<file path="src/rtl/tdm_demux_rx.sv">
// ---------------------------------------------------------------------------
// tdm_demux_rx
//
// Receive side of the serial TDM link. The transmitter sends CHANNELS words
// of WIDTH bits each, MSB first, in one serial bit stream. The first bit of
// every frame (the MSB of channel 0) is flagged with frame_sync. This block
// locks onto that marker, collects the bits for each time slot, and presents
// each finished word on its own parallel output. A one-cycle strobe marks
// every word update.
//
// Parameters:
//   CHANNELS   time slots per frame (2..16)
//   WIDTH      bits per channel word (2..32)
//
// Ports:
//   clk         rising-edge system clock
//   reset       synchronous, active-high reset
//   din         serial data bit, MSB of each word first
//   din_valid   qualifies din / frame_sync; low means the link stalled
//   frame_sync  high with the first bit of a frame
//   ch_data     channel k word at [k*WIDTH +: WIDTH], registered and held
//   ch_valid    bit k pulses for one cycle when word k updates
//   slot        slot of the next bit to be accepted (0 while hunting)
//   locked      high while aligned to the frame structure
//   frame_done  one-cycle pulse with the last word of a frame
//   sync_err    one-cycle pulse on a missing or misplaced frame_sync
// ---------------------------------------------------------------------------
module tdm_demux_rx #(
    parameter int CHANNELS = 4,
    parameter int WIDTH    = 8,
    localparam int SLOT_W  = $clog2(CHANNELS)
) (
    input  logic                         clk,
    input  logic                         reset,
    input  logic                         din,
    input  logic                         din_valid,
    input  logic                         frame_sync,
    output logic [CHANNELS*WIDTH-1:0]    ch_data,
    output logic [CHANNELS-1:0]          ch_valid,
    output logic [SLOT_W-1:0]            slot,
    output logic                         locked,
    output logic                         frame_done,
    output logic                         sync_err
);

    localparam int BIT_W = $clog2(WIDTH);

    // The final bit of a word goes straight into ch_data together with the
    // stored bits, so the shift register only has to keep WIDTH-1 bits.
    localparam int SH_W  = WIDTH - 1;

    localparam logic [BIT_W-1:0]  LAST_BIT  = BIT_W'(WIDTH - 1);
    localparam logic [SLOT_W-1:0] LAST_SLOT = SLOT_W'(CHANNELS - 1);

    typedef enum logic {
        HUNT    = 1'b0,
        RECEIVE = 1'b1
    } state_t;

    state_t                      state_q,      state_d;
    logic [BIT_W-1:0]            bit_cnt_q,    bit_cnt_d;
    logic [SLOT_W-1:0]           slot_q,       slot_d;
    logic [SH_W-1:0]             shift_q,      shift_d;
    logic [CHANNELS*WIDTH-1:0]   ch_data_q,    ch_data_d;
    logic [CHANNELS-1:0]         ch_valid_q,   ch_valid_d;
    logic                        locked_q,     locked_d;
    logic                        frame_done_q, frame_done_d;
    logic                        sync_err_q,   sync_err_d;

    logic at_frame_start;
    logic word_last;
    logic slot_last;

    assign at_frame_start = (slot_q == '0) && (bit_cnt_q == '0);
    assign word_last      = (bit_cnt_q == LAST_BIT);
    assign slot_last      = (slot_q == LAST_SLOT);

    // Next-state logic. Counters, state and the shift register only move on
    // an accepted bit; the strobes default low so they last exactly one cycle
    // whether or not the link is stalled.
    always_comb begin
        state_d      = state_q;
        bit_cnt_d    = bit_cnt_q;
        slot_d       = slot_q;
        shift_d      = shift_q;
        ch_data_d    = ch_data_q;
        ch_valid_d   = '0;
        frame_done_d = 1'b0;
        sync_err_d   = 1'b0;

        if (din_valid) begin
            unique case (state_q)
                HUNT: begin
                    // The marker bit itself is bit 0 of slot 0 of the frame.
                    if (frame_sync) begin
                        state_d   = RECEIVE;
                        shift_d   = SH_W'(din);
                        bit_cnt_d = BIT_W'(1);
                        slot_d    = '0;
                    end
                end

                RECEIVE: begin
                    if (at_frame_start && !frame_sync) begin
                        // The marker did not arrive where it was due: lose lock
                        // and drop this bit.
                        sync_err_d = 1'b1;
                        state_d    = HUNT;
                        bit_cnt_d  = '0;
                        slot_d     = '0;
                        shift_d    = '0;
                    end else if (!at_frame_start && frame_sync) begin
                        // Marker arrived early: drop the partial word and treat
                        // this bit as the start of a new frame.
                        sync_err_d = 1'b1;
                        shift_d    = SH_W'(din);
                        bit_cnt_d  = BIT_W'(1);
                        slot_d     = '0;
                    end else if (word_last) begin
                        ch_data_d[slot_q*WIDTH +: WIDTH] = {shift_q, din};
                        ch_valid_d[slot_q]               = 1'b1;
                        bit_cnt_d                        = '0;
                        shift_d                          = '0;
                        if (slot_last) begin
                            frame_done_d = 1'b1;
                            slot_d       = '0;
                        end else begin
                            slot_d = slot_q + 1'b1;
                        end
                    end else begin
                        // Dropping the top bit is harmless: it only ever holds
                        // a stale bit from before the word started.
                        shift_d   = SH_W'({shift_q, din});
                        bit_cnt_d = bit_cnt_q + 1'b1;
                    end
                end

                default: begin
                    state_d = HUNT;
                end
            endcase
        end

        locked_d = (state_d == RECEIVE);
    end

    // State and output registers. Reset clears the delivered words too, so a
    // reset in mid-frame leaves nothing half-valid downstream.
    always_ff @(posedge clk) begin
        if (reset) begin
            state_q      <= HUNT;
            bit_cnt_q    <= '0;
            slot_q       <= '0;
            shift_q      <= '0;
            ch_data_q    <= '0;
            ch_valid_q   <= '0;
            locked_q     <= 1'b0;
            frame_done_q <= 1'b0;
            sync_err_q   <= 1'b0;
        end else begin
            state_q      <= state_d;
            bit_cnt_q    <= bit_cnt_d;
            slot_q       <= slot_d;
            shift_q      <= shift_d;
            ch_data_q    <= ch_data_d;
            ch_valid_q   <= ch_valid_d;
            locked_q     <= locked_d;
            frame_done_q <= frame_done_d;
            sync_err_q   <= sync_err_d;
        end
    end

    assign ch_data    = ch_data_q;
    assign ch_valid   = ch_valid_q;
    assign slot       = slot_q;
    assign locked     = locked_q;
    assign frame_done = frame_done_q;
    assign sync_err   = sync_err_q;

endmodule

</file>
<file path="config.mk">
export PLATFORM = sky130hd
export DESIGN_NAME = tdm_demux_rx
export DESIGN_NICKNAME = d
export VERILOG_FILES = /design/src/rtl/tdm_demux_rx.sv
export SDC_FILE = /design/constraint.sdc
export NUM_CORES = 1
export LEC_CHECK = 0
export CELL_PAD_IN_SITES_DETAIL_PLACEMENT = 1
export CELL_PAD_IN_SITES_GLOBAL_PLACEMENT = 1
export CORE_MARGIN = 4
export CORE_UTILIZATION = 40
export CTS_CLUSTER_SIZE = 10
export DETAILED_ROUTE_END_ITERATION = 6
export PLACE_DENSITY = 0.79
export SYNTH_ARGS = -nofsm -noshare
export SYNTH_HDL_FRONTEND = slang
export SYNTH_SLANG_ARGS = --single-unit
</file>
<file path="constraint.sdc">
create_clock -name clk -period 3.1 [get_ports clk]
set_clock_uncertainty 0.15 [all_clocks]
set_input_delay 0.93 -clock clk [delete_from_list [all_inputs] [get_ports clk]]
set_output_delay 0.93 -clock clk [all_outputs]
set_load 0.1 [all_outputs]
</file>
==> flow_summary.toml, run 1 <==
[floorplanning]
pin_count = 46
initial_core_util = 0.417
die_y_um = 86.8
dieArea_um2 = 7530
num_rows = 28
die_w_um = 86.8
core_um2 = 5960

[logic_synthesis]
synth_adder_area_share = 0.0655
ys_ff_latch = 50
async_flop_share = 0
synth_top_family_by_area = "simple AND/OR/NAND/NOR gates"
seq_area_frac_synth = 0.403
synthSimpleGateAreaFrac = 0.273
synth_compound_area_frac = 0.172
syn-num-nets = 273
synthXorXnorAreaFrac = 0
muxShareOfSynthArea = 0
syn_area_um2 = 2480
synth-edff-count = 0
synthDistinctLibCells = 37
ys_warn_count = 0
avgSynthCellArea_um2 = 9.73
synth_ff_type = "dfxtp_1"
synthCells = 255

[critical_path]
crit_fanout = 36
cp_slowest_stage_delay_ns = 0.51
ff2ff_setup_slack_ns = 0.37
path_class = "reg -> reg"
startpoint_type = "flip-flop"
slowest_stage = "ha_1"
end_kind = "flip-flop"
ff2ff_path_depth = 10
cp_top_family = "simple AND/OR/NAND/NOR gates"
regToRegStartpoint = "slot[1]"
crit_buf_inv = 3
reg2reg_to = "ch_data[10]"
cp.required_ns = 3.19
critical_path_arrival_ns = 2.83
crit_chain = "inv_1 -> ha_1 -> nand2_1 -> or2_2 -> inv_1 -> ha_1 -> and4_1 -> buf_12 -> and2_4 -> o21ai_2"

[clock_tree]
cts_max_path_buffers = 2
cts_tree = "done"
clkSlewWorstSetupHoldPaths_ns = 0.09
cts_setup_buffers = 0
htreeDepth = 2
cts_resized = 0
clk_latency_ns = 0.31
cts_hold_buf = 0
cts_buffers = 5
cts-root-buf = "clkbuf_8"
clock_sinks = 50

[timing]
maxSlewHeadroom = 0.487
rsz0062_at_grt = "no"
slew_viol_final = 0
setup_violations = 0
finalSetupTns_ns = 0
worst_pin_slew_ns = 0.765
fin_crit_ns = 2.73
finalCritPeriodShare = 0.882
fmax_mhz = 366
finalHoldViolCount = 0

[final_layout]
drive_above_1_share = 0.325
fill_cells = 702
n_antenna_cell = 0
final_core_util = 0.486
synthToLayoutAreaGrowth_pct = 16.5
finalNonFillerCells = 364
nNetsFinal = 306

[global_routing]
grt-ovfl-total = 0
antenna_found_initial = 0
grt_usage = 0.163
grt_max_degree = 55
grt_pass1_vias = 1894
grt_pass1_wl_um = 9780

[drt]
drt_iter0_drc = 77
via_per_inst = 5.27
vias = 1918
wl_per_cell_um = 16.0
ant_nets = 0
remaining_drc_errors = 0
wl_um = 5810
firstDrtPassIters = 4

[power]
leakage_nw = 1.15
ir_drop_v = 0.000206
powerDensity_nw_per_um2 = 389

[place]
dp.final_hpwl_um = 4080
port_buffers = 45
dp.cells = 356
finalWeightedCongestion = 0.743

[worst_hold_path]
worstHoldStart = "ch_data[27]"
min_path_cells = 2
min-delay-path-class = "reg -> reg"
whs_endpoint = "ch_data[27]"

[flow_run]
maxCapViolCount = 0

[status]
status = "finished clean"
==> worst max path at each step <==
| stage | start | end | slack [ns] | depth (start not counted) |
|---|---|---|---|---|
| finish | slot[1] | ch_data[10] | 0.37 | 10 |
| global route | slot[1] | ch_data[14] | 0.25 | 10 |
| CTS | slot[1] | ch_data[17] | 0.39 | 10 |
| detailed placement | frame_sync | ch_data[17] | 0.24 | 7 |
| global placement | frame_sync | ch_data[9] | 0.28 | 7 |
| floorplan | slot[0] | ch_data[0] | 0.28 | 12 |
==> metrics by stage <==
step,hold slack (ns),worst slack [ns],total power (W),area [µm²]
finish,0.328,0.365,0.00112,2890
global route,0.358,0.255,0.00117,2890
CTS,0.335,0.386,0.00113,2890
detailed placement,0.318,0.244,0.000742,2800
global placement,0.316,0.281,0.000741,2800
floorplan,0.296,0.279,0.000720,2480
==> synthesized netlist by cell type, types with 2 or more instances <==
cell type | count | area share
clkbuf_2 | 2 | 0.0040
a32oi_1 | 6 | 0.021
nor2_1 | 9 | 0.014
a22oi_1 | 2 | 0.0060
nand2b_1 | 33 | 0.083
buf_12 | 4 | 0.032
inv_1 | 8 | 0.012
buf_2 | 4 | 0.0081
nor2b_1 | 8 | 0.020
and2_4 | 4 | 0.014
a21oi_1 | 4 | 0.0081
nand4_1 | 33 | 0.083
nor3b_2 | 2 | 0.010
nor3_1 | 2 | 0.0040
ha_1 | 13 | 0.066
nand2_1 | 5 | 0.0076
and3b_1 | 2 | 0.0071
buf_4 | 5 | 0.015
o21ai_2 | 32 | 0.11
o21ai_0 | 3 | 0.0060
clkbuf_1 | 6 | 0.0091
dfxtp_1 | 50 | 0.40
and2_1 | 4 | 0.010
==> logic make-up after synthesis <==
logic type	after synthesis
compound gates	53
buf+inv	31
fa+ha+maj	13
simple gates	108
flops	50
==> cells in the final DEF (no fill, tap or decap), types with 2 or more instances in the layout <==
master           synthesis  routed
clkdlybuf4s50_1          0       4
and3b_1                  2       2
nand2b_1                33      33
and2_4                   4       4
a22oi_1                  2       2
nand4_1                 33      33
nand2_1                  5       5
nor3b_2                  2       2
inv_1                    8       8
a32oi_1                  6       6
buf_12                   4       2
dfxtp_2                  0       2
clkbuf_8                 0       6
nor2b_1                  8       8
and2_1                   4       4
dfxtp_1                 50      48
buf_4                    5      43
nor2_1                   9       9
o21ai_0                  3       3
nor3_1                   2       2
a21oi_1                  4       4
ha_1                    13      13
o21ai_2                 32      32
==> sequential cells by signal (all words and copies together) (netlist names) <==
signal and flops:
shift_q 7, sync_err 1, ch_data 32, locked 1, bit_cnt_q 3, slot 2, ch_valid 4
==> where the power goes <==
group	internal, W	leakage [nW]	switching (W)
registers	0.000645	0.404	0.00000430
logic	0.0000294	0.696	0.0000483
clock network	0.000180	0.0472	0.000217
==> tightest hold or removal path, cell delays in order (launching register included) <==
cell and delay (ns):
dfxtp_1 0.32, nand2b_1 0.08, o21ai_2 0.05
==> per-layer routing <==
metal,GRT usage,part of all wire,vias up
met4,0.0425,0.011,0
met2,0.260,0.48,33
met5,0,0,-
met3,0.0295,0.038,7
met1,0.228,0.48,916
li1,-,-,962
==> layout make-up <==
type / instances / area [µm²] / share of cell area
inverter: 8 / 30.0 / 0.0104
tap: 75 / 93.8 / 0.0325
multi-input combinational: 174 / 1270 / 0.438
sequential: 50 / 1000 / 0.347
clock buffer: 6 / 82.6 / 0.0286
timing repair buffer: 49 / 403 / 0.139
clock inverter: 2 / 12.5 / 0.00433
(Power assumes the default switching activity.)
==> run 2, diff against run 1 <==
Settings changed: HOLD_SLACK_MARGIN set to 0.05, MAX_ROUTING_LAYER set to met4, SETUP_SLACK_MARGIN set to 0.15.
==> run 2 against run 1 <==
  * Global-route usage grew 0.50 points
  * Critical path depth is the same
  * Clock-buffer cell count is the same
  * Design area is the same
  * Routed wire length grew 0.46%
  * Via count grew 0.73%
  * Largest power group unchanged
==> flow_summary.toml, run 2 (synthesis results as in run 1) <==
[timing]
setup_violations = 0
fmax_mhz = 365
slew_viol_final = 0
finalSetupTns_ns = 0
maxSlewHeadroom = 0.484
rsz0062_at_grt = "no"
finalHoldViolCount = 0
fin_crit_ns = 2.74
worst_pin_slew_ns = 0.768
finalCritPeriodShare = 0.883
hold_slack_ns = 0.329

[floorplanning]
pin_count = 46
die_y_um = 86.8
core_um2 = 5960
initial_core_util = 0.417
die_w_um = 86.8
num_rows = 28
dieArea_um2 = 7530

[drt]
via_per_inst = 5.31
firstDrtPassIters = 4
wl_per_cell_um = 16.0
remaining_drc_errors = 0
vias = 1932
drt_iter0_drc = 84
ant_nets = 0
wl_um = 5830

[final_layout]
final_core_util = 0.486
nNetsFinal = 306
drive_above_1_share = 0.325
largest_reg_flops = 32
layout_common_cells = "dfxtp_1, buf_4, nand2b_1, nand4_1, o21ai_2"
final_common_cell = "dfxtp_1"
synthToLayoutAreaGrowth_pct = 16.5
n_antenna_cell = 0

[clock_tree]
clock_sinks = 50
clkSlewWorstSetupHoldPaths_ns = 0.09
cts_max_path_buffers = 2
clk_latency_ns = 0.31
cts_buffers = 5
cts_setup_buffers = 0
cts_hold_buf = 0
cts-root-buf = "clkbuf_8"
htreeDepth = 2
cts_resized = 0
cts_tree = "done"

[power]
powerDensity_nw_per_um2 = 389
leakage_nw = 1.15
ir_drop_v = 0.000206
total_power_w = 0.00113

[global_routing]
antenna_found_initial = 0
grt_pass1_vias = 1889
grt_pass1_wl_um = 9800
grt_max_degree = 55
grt_usage = 0.168
grt-ovfl-total = 0

[critical_path]
path_class = "reg -> reg"
startpoint_type = "flip-flop"
end_kind = "flip-flop"
critical_path_arrival_ns = 2.83
crit_fanout = 36
cp.required_ns = 3.20

[worst_hold_path]
min-delay-path-class = "reg -> reg"

[flow_run]
maxCapViolCount = 0

[place]
port_buffers = 45
dp.final_hpwl_um = 4080
finalWeightedCongestion = 0.753

[status]
status = "finished clean"
run 2: cell counts in the layout (fill, tap and decap cells not counted):
No cell type changed its count.
run 2: cell type report:
type                            instances  area (µm²)
Clock inverter                          2        12.5
Clock buffer                            6        82.6
Sequential cell                        50        1000
Tap cell                               75        93.8
Inverter                                8        30.0
Multi-Input combinational cell        174        1270
Fill cell                             702        3060
Timing Repair Buffer                   49         403
run 2: path summary, 6_finish.rpt:
path	from	to	slack (ns)	depth (start not counted)
worst min register to register	ch_data[27]	ch_data[27]	0.33	2
worst max register to register	slot[1]	ch_data[10]	0.36	10
worst max-delay path	slot[1]	ch_data[10]	0.36	10
worst min-delay path	ch_data[27]	ch_data[27]	0.33	2
run 2: per-layer routing:
layer / GRT usage / vias to the layer above / wire length [µm]
met5: - / - / 0
met4: 0.0425 / 0 / 63
met3: 0.0285 / 7 / 231
met2: 0.261 / 37 / 2780
met1: 0.228 / 928 / 2760
li1: - / 960 / -
run 2: critical path: stages (launching register included):
cell and delay, ns:
dfxtp_2 0.37, inv_1 0.13, ha_1 0.51, nand2_1 0.09, or2_2 0.30, inv_1 0.06, ha_1 0.26, and4_1 0.24
buf_12 0.17, and2_4 0.22, o21ai_2 0.14
run 2: report_power, final:
group | switching [W] | internal, W
clock | 0.000219 | 0.000180
combinational | 0.0000484 | 0.0000294
sequential | 0.00000432 | 0.000645
run 2: per-stage QoR:
step           setup WS [ns]  std cells  cell area (µm²)
2_1_floorplan          0.279        255             2480
3_3_place_gp           0.281        356             2800
3_5_place_dp           0.244        356             2800
4_1_cts                0.386        364             2890
5_1_grt                0.255        364             2890
6_report               0.362        364             2890
==> run 3, diff against run 2 <==
Settings changed: PLACE_DENSITY 0.79 to 0.82, TNS_END_PERCENT set to 5.
==> run 3 against run 2 <==
  * Total power decreased by 3.5%
  * Utilization fell by 0.10 points
  * Global-route usage shrank 0.33 points
  * Fmax down 0.46%
  * Sequential power about the same
  * Register-to-register slack about the same
  * First-iteration DRC count down 23%
  * Critical path depth unchanged
  * Routed wire length shrank 1.3%
  * Critical endpoint is now ch_data[21]
  * Combinational power hardly changed
  * Largest cell class unchanged
  * Highest routed layer unchanged
  * Sequential share of layout area increased by 0.075 points
==> flow_summary.toml, run 3 (synthesis results as in run 1) <==
[power]
ir_drop_v = 0.000232
power_frac_seq = 0.598
leakage_nw = 1.15
powerDensity_nw_per_um2 = 377
combPwrFrac = 0.072
swShare = 0.239
p_sw_w = 0.000260
intPower_w = 0.000827
clkPwrFrac = 0.330

[flow_run]
maxCapViolCount = 0

[final_layout]
largest_reg_flops = 32
drive_above_1_share = 0.330
synthToLayoutAreaGrowth_pct = 16.2
final_common_cell = "dfxtp_1"
layout_common_cells = "dfxtp_1, buf_4, nand2b_1, nand4_1, o21ai_2"
final_cell_area_um2 = 2890
n_antenna_cell = 0
nNetsFinal = 309

[timing]
fin_crit_ns = 2.75
worst_pin_slew_ns = 0.797
maxSlewHeadroom = 0.465
finalSetupTns_ns = 0
finalHoldViolCount = 0
setup_violations = 0
slew_viol_final = 0
finalCritPeriodShare = 0.887
rsz0062_at_grt = "no"
fmax_mhz = 364

[critical_path]
path_class = "reg -> reg"
crit_chain = "inv_1 -> ha_1 -> nand2_1 -> or2_2 -> inv_1 -> ha_1 -> and4_1 -> buf_12 -> and2_4 -> o21ai_2"
slowest_stage = "ha_1"
crit_fanout = 36
cp_slowest_stage_delay_ns = 0.50
critical_path_arrival_ns = 2.83
startpoint_type = "flip-flop"
cp.required_ns = 3.18
end_kind = "flip-flop"

[status]
status = "finished clean"

[clock_tree]
cts_resized = 0
htreeDepth = 2
cts_hold_buf = 0
clock_sinks = 50
cts-root-buf = "clkbuf_8"
cts_buffers = 5
cts_setup_buffers = 0
clkSlewWorstSetupHoldPaths_ns = 0.09
cts_max_path_buffers = 2
clk_latency_ns = 0.30
cts_tree = "done"

[drt]
vias = 1958
remaining_drc_errors = 0
drt_iter0_drc = 65
ant_nets = 0
wl_um = 5760
wl_per_cell_um = 15.7
firstDrtPassIters = 4
via_per_inst = 5.35

[floorplanning]
core_um2 = 5960
die_w_um = 86.8
pin_count = 46
dieArea_um2 = 7530
num_rows = 28
die_y_um = 86.8
initial_core_util = 0.417

[place]
finalWeightedCongestion = 0.794
dp.final_hpwl_um = 4260
placed_area_um2 = 2810
port_buffers = 45

[global_routing]
grt_pass1_vias = 1981
grt_max_degree = 37
grt_pass1_wl_um = 9780
grt-ovfl-total = 0
grt_usage = 0.165
antenna_found_initial = 0

[worst_hold_path]
min-delay-path-class = "reg -> reg"
run 3: cell types whose count changed in the layout (fill, tap and decap cells not counted), sizes merged:
cell	delta
clkinvlp	-1
clkbuf	-1
clkinv	+1
buf	+3
run 3: per-layer routing:
metal  vias up  global-route usage  wire [µm]
met3         8              0.0238        224
met5         -                   -          0
met2        44               0.259       2750
met1       933               0.222       2690
li1        973                   -          -
met4         0              0.0467         91
run 3: critical path, delay by kind of cell (launching register included):
kind | cells | cell delay, ns
flip-flops | 1 | 0.37
buffers and inverters | 3 | 0.36
AO/OA/AOI/OAI | 1 | 0.15
adder cells (fa/ha/maj) | 2 | 0.77
AND/OR/NAND/NOR | 4 | 0.86
run 3: area by class of cell:
cell class	count	area (µm²)
Inverter	8	30.0
Clock inverter	2	10.0
Sequential cell	50	1000
Tap cell	75	93.8
Timing Repair Buffer	52	413
Fill cell	694	3070
Multi-Input combinational cell	174	1270
Clock buffer	5	68.8
run 3: power groups by stage:
stage                     Combinational (W)  Clock [W]  Sequential (W)
after global placement            0.0000764          0        0.000665
final                             0.0000780   0.000359        0.000650
after global routing              0.0000850   0.000402        0.000651
after detailed placement          0.0000783          0        0.000665
after CTS                         0.0000786   0.000372        0.000650
after floorplan                   0.0000456          0        0.000674
run 3: final timing paths:
check | startpoint | endpoint | slack, ns | cells past startpoint
max | slot[1] | ch_data[21] | 0.35 | 10
min | ch_data[17] | ch_data[17] | 0.33 | 2
max reg2reg | slot[1] | ch_data[21] | 0.35 | 10
min reg2reg | ch_data[17] | ch_data[17] | 0.33 | 2
run 3: per-stage QoR:
stage | util | power [W] | worst slack, ns | hold WS, ns | instances
CTS | 0.484 | 0.00110 | 0.340 | 0.336 | 366
detailed placement | 0.471 | 0.000743 | 0.229 | 0.320 | 359
global placement | 0.471 | 0.000741 | 0.277 | 0.314 | 359
finish | 0.484 | 0.00109 | 0.349 | 0.332 | 366
global route | 0.484 | 0.00114 | 0.186 | 0.355 | 366
floorplan | - | 0.000720 | 0.279 | 0.296 | 255
